===== src/rtl/gpio_irq_detect.sv =====
// Per-pin GPIO interrupt detector: pad sync, level/edge trigger, pending valid/ready requests.
// ir_valid rises SYNC_STAGE+1 edges after a pad change is first sampled; requests hold until ir_ready.
module gpio_irq_detect #(
  parameter int WIDTH      = 8,
  parameter int SYNC_STAGE = 2
) (
  input  logic               clock,
  input  logic               reset,
  input  logic [WIDTH-1:0]   pin_in,
  input  logic [WIDTH-1:0]   dir,
  input  logic [WIDTH-1:0]   en,
  input  logic [WIDTH-1:0]   ie,
  input  logic [2*WIDTH-1:0] trig,
  input  logic               all_mode,
  output logic [WIDTH-1:0]   pin_sync,
  output logic [WIDTH:0]     ir_valid,
  input  logic [WIDTH:0]     ir_ready,
  output logic [WIDTH:0]     ir_overrun
);

  logic [WIDTH-1:0] sync_q [SYNC_STAGE];
  logic [WIDTH-1:0] prev_q;
  logic [WIDTH:0]   pending_q;
  logic [WIDTH:0]   overrun_q;

  logic [WIDTH-1:0] armed;
  logic [WIDTH-1:0] hit;
  logic [WIDTH:0]   set;
  logic [WIDTH:0]   handshake;

  assign pin_sync = sync_q[SYNC_STAGE-1];

  always_comb begin
    armed = en & ~dir & ie;
    hit   = '0;
    for (int i = 0; i < WIDTH; i++) begin
      unique case (trig[2*i +: 2])
        2'b00: hit[i] = armed[i] & ~pin_sync[i];
        2'b01: hit[i] = armed[i] &  pin_sync[i] & ~prev_q[i];
        2'b10: hit[i] = armed[i] & ~pin_sync[i] &  prev_q[i];
        default: hit[i] = armed[i] & pin_sync[i];
      endcase
    end
    // Combined request needs at least one armed pin and every armed pin hitting.
    set[WIDTH-1:0] = hit & {WIDTH{~all_mode}};
    set[WIDTH]     = all_mode & (|armed) & (&(hit | ~armed));
    handshake      = pending_q & ir_ready;
  end

  always_ff @(posedge clock) begin
    if (!reset) begin
      for (int s = 0; s < SYNC_STAGE; s++) sync_q[s] <= '0;
      prev_q    <= '0;
      pending_q <= '0;
      overrun_q <= '0;
    end else begin
      sync_q[0] <= pin_in;
      for (int s = 1; s < SYNC_STAGE; s++) sync_q[s] <= sync_q[s-1];
      prev_q    <= pin_sync;
      pending_q <= set | (pending_q & ~handshake);
      overrun_q <= (set & pending_q & ~ir_ready) | (overrun_q & ~handshake);
    end
  end

  assign ir_valid   = pending_q;
  assign ir_overrun = overrun_q;

endmodule


===== config.mk =====
export PLATFORM = sky130hd
export DESIGN_NAME = gpio_irq_detect
export DESIGN_NICKNAME = d
export VERILOG_FILES = /design/src/rtl/gpio_irq_detect.sv
export SDC_FILE = /design/constraint.sdc
export NUM_CORES = 1
export LEC_CHECK = 0
export ABC_AREA = 0
export CORE_MARGIN = 4
export CORE_UTILIZATION = 55
export DETAILED_ROUTE_END_ITERATION = 7
export DONT_BUFFER_PORTS = 1
export GPL_TIMING_DRIVEN = 0
export PLACE_DENSITY = 0.7
export SKIP_LAST_GASP = 1
export SLEW_MARGIN = 10
export SYNTH_ARGS = -nofsm -noshare
export SYNTH_HDL_FRONTEND = slang
export SYNTH_SLANG_ARGS = --single-unit

===== constraint.sdc =====
create_clock -name clock -period 2.7 [get_ports clock]
set_input_delay 0.27 -clock clock [delete_from_list [all_inputs] [get_ports clock]]
set_output_delay 0.27 -clock clock [all_outputs]
set_load 0.01 [all_outputs]

==> flow_metrics.env <==
export IMPL_start_kind="flop"
export IMPL_first_pass_iters=4
export IMPL_tns_ps=0
export IMPL_fillers=282
export IMPL_diodes=0
export IMPL_whs_ps=12.21
export IMPL_ant_nets=0
export IMPL_arrival_ps=1630
export IMPL_dpl_cell_count=238
export IMPL_finClkSkew_ps=10.39
export IMPL_fmax_mhz=723.0
export IMPL_worstPathCellList="nand2_1, a2bb2oi_1, a21boi_1, nand4_2, o41ai_2"
export IMPL_wire_per_inst_microns=14.39
export IMPL_critPathKind="flop to flop"
export IMPL_clockBufferDepth=2
export IMPL_hold_viol_final=0
export IMPL_dpl_hpwl_microns=2873
export IMPL_setup_viol=0
export IMPL_ys_seq_area_share_pct=47.97
export IMPL_area_delta_synth_final_pct=7.138
export IMPL_htreeDepth=2
export IMPL_reg2reg_depth=5
export IMPL_die_area_sq_mm=0.004154
export IMPL_final_cell_mix="dfxtp_1, and2_1, a21oi_1"
export IMPL_fin_crit_ps=1383
export IMPL_slew_headroom_pct=69.78
export IMPL_post_cts_setup_buffers=0
export IMPL_io_pin_count=86
export IMPL_grt_pass1_vias=1294
export IMPL_worstPathMaxFanout=4
export IMPL_required_ps=2940
export IMPL_worst_slack_ps=1317
export IMPL_r2r_slack_ps=1320
export IMPL_place_congestion=0.7084
export IMPL_leakage_uw=0.0007949
export IMPL_synth_nets=254
export IMPL_grt_max_degree=13
export IMPL_initial_core_util_pct=57.42
export IMPL_worstSkewPairLatency_ps=340
export IMPL_gr_usage_all_layers_pct=17.43
export IMPL_rows=20
export IMPL_drv_cap=0
export IMPL_fin_crit_sh_pct=51.23
export IMPL_crit_path_end_kind="flop"
export IMPL_drc_errors=0
export IMPL_drive_gt1_share_pct=10.84
export IMPL_synth_area_sq_mm=0.001753
export IMPL_drtIter0Drc=28
export IMPL_viasPerCell=5.312
export IMPL_fin_cells=247
export IMPL_min_to="ir_overrun[3]$_SDFF_PN0_"
export IMPL_worstMarginPinSlew_ps=448.4
export IMPL_final_nets=262
export IMPL_place_ws_ps=1325
export IMPL_critPathMaxStageDelay_ps=380
export IMPL_crit_reg2reg_capture="ir_overrun[8]$_SDFF_PN0_"
export IMPL_maxSlewViolCount=0
export IMPL_r2r_start="sync_q[0][14]$_SDFF_PN0_"
export IMPL_cp_slowest_cell="dfxtp_1"
export IMPL_ys_seq_elements=42
export IMPL_core_area_sq_mm=0.003053
export IMPL_holdCritPathClass="input pin to flop"
export IMPL_cts_root_buffer="clkbuf_4"
export IMPL_cts_buffers=5
export IMPL_syn_avg_cell_area_sq_um=9.036
export IMPL_grt_pass1_wl_microns=5589
export IMPL_powerDensity_mw_per_mm2=559.8
export IMPL_ir_worst_vdd_v=0.0003890
export IMPL_synthDistinctLibCells=24
export IMPL_path_clk_slew_ps=120
export IMPL_port_buffers=0
export IMPL_min_delay_start="ir_ready[3]"
export IMPL_cts_tree="built"
export IMPL_p_total_uw=1051
export IMPL_die_h_microns=64.46
export IMPL_synthArstFlopShare_pct=0
export IMPL_rsz0062_at_grt="no"
export IMPL_wirelength_microns=3555
export IMPL_grt_antenna_before_repair=0
export IMPL_status="finished clean"
export IMPL_syn_inst=194
export IMPL_die_x_microns=64.46
export IMPL_hold_path_depth=1
export IMPL_vias=1312
export IMPL_final_common_cell="dfxtp_1"
export IMPL_yosysWarnings=0
export IMPL_synth_edff_count=0
export IMPL_numClockSinks=42
export IMPL_overflow=0
export IMPL_synthFlopType="dfxtp_1"
[flip-flops by register name (all words and copies together) (netlist names)]
| register | flops |
|---|---|
| ir_valid | 9 |
| sync_q | 16 |
| prev_q | 8 |
| ir_overrun | 9 |
[how the worst max path moves through the flow]
| stage | cells past startpoint | from | slack, ps | endpoint |
|---|---|---|---|---|
| floorplan | 5 | prev_q[5]$_SDFF_PN0_ | 1470 | ir_overrun[8]$_SDFF_PN0_ |
| global placement | 4 | dir[1] | 1380 | ir_overrun[8]$_SDFF_PN0_ |
| detailed placement | 4 | dir[1] | 1330 | ir_overrun[8]$_SDFF_PN0_ |
| CTS | 5 | sync_q[0][14]$_SDFF_PN0_ | 1300 | ir_overrun[8]$_SDFF_PN0_ |
| global route | 5 | sync_q[0][14]$_SDFF_PN0_ | 1180 | ir_overrun[8]$_SDFF_PN0_ |
| finish | 5 | sync_q[0][14]$_SDFF_PN0_ | 1320 | ir_overrun[8]$_SDFF_PN0_ |
[cell type report]
class	count	area (sq um)	share of cell area, %
timing repair buffer	1	10.01	0.5330
buffer	12	76.32	4.064
sequential	42	840.8	44.77
clock inverter	1	5.005	0.2665
multi-input combinational	129	794.5	42.31
tap	44	55.05	2.931
inverter	11	41.29	2.199
clock buffer	7	55.05	2.931
[cell usage after synthesis, drive strengths merged (3+ instances only)]
cell type / instances / share of area (%)
nand2b: 12 / 4.3
nor3: 6 / 1.7
nor2: 16 / 3.4
a21oi: 17 / 4.9
and2: 24 / 8.6
inv: 11 / 2.4
buf: 10 / 3.9
a211oi: 8 / 3.4
nor2b: 8 / 2.9
nand3b: 6 / 2.6
nand2: 13 / 2.8
o41ai: 3 / 2.8
a2bb2oi: 8 / 4.0
dfxtp: 42 / 48
[cell families (layout without fill, tap and decap cells)]
group	Yosys count	in the layout	synth area share, %
AND/OR/NAND/NOR	91	91	29.12
flip-flops	42	42	47.97
AO/OA/AOI/OAI	38	38	16.20
buffers and inverters	23	32	6.709
[metal layers]
layer / global-route usage (%) / part of all wire, %
met1: 20.24 / 39
met2: 29.77 / 49
met3: 5.893 / 10
met4: 6.332 / 1.1
met5: 0 / 0
[stage by stage]
stage	area [sq um]	utilization, %
final	1878	61.52
after global routing	1878	61.52
after CTS	1868	61.19
after detailed placement	1808	59.22
after global placement	1808	59.22
after floorplan	1753	-
[worst max-delay path, delay by kind of cell, from the launching register on]
family / cells / cell delay, ps
AO/OA/AOI/OAI: 3 / 690
flip-flops: 1 / 380
AND/OR/NAND/NOR: 2 / 220
[what timing repair did]
item | CTS | global route
hold buffers | 0 | 1
resized for setup | 0 | 0
hold endpoints to repair | 0 | 1
[where the power goes]
part | switching, uW | internal (uW)
registers | 11.5 | 637
clock network | 190 | 126
logic | 45.4 | 40.7
total | 247 | 804
Power figures use the tool's default switching activity.
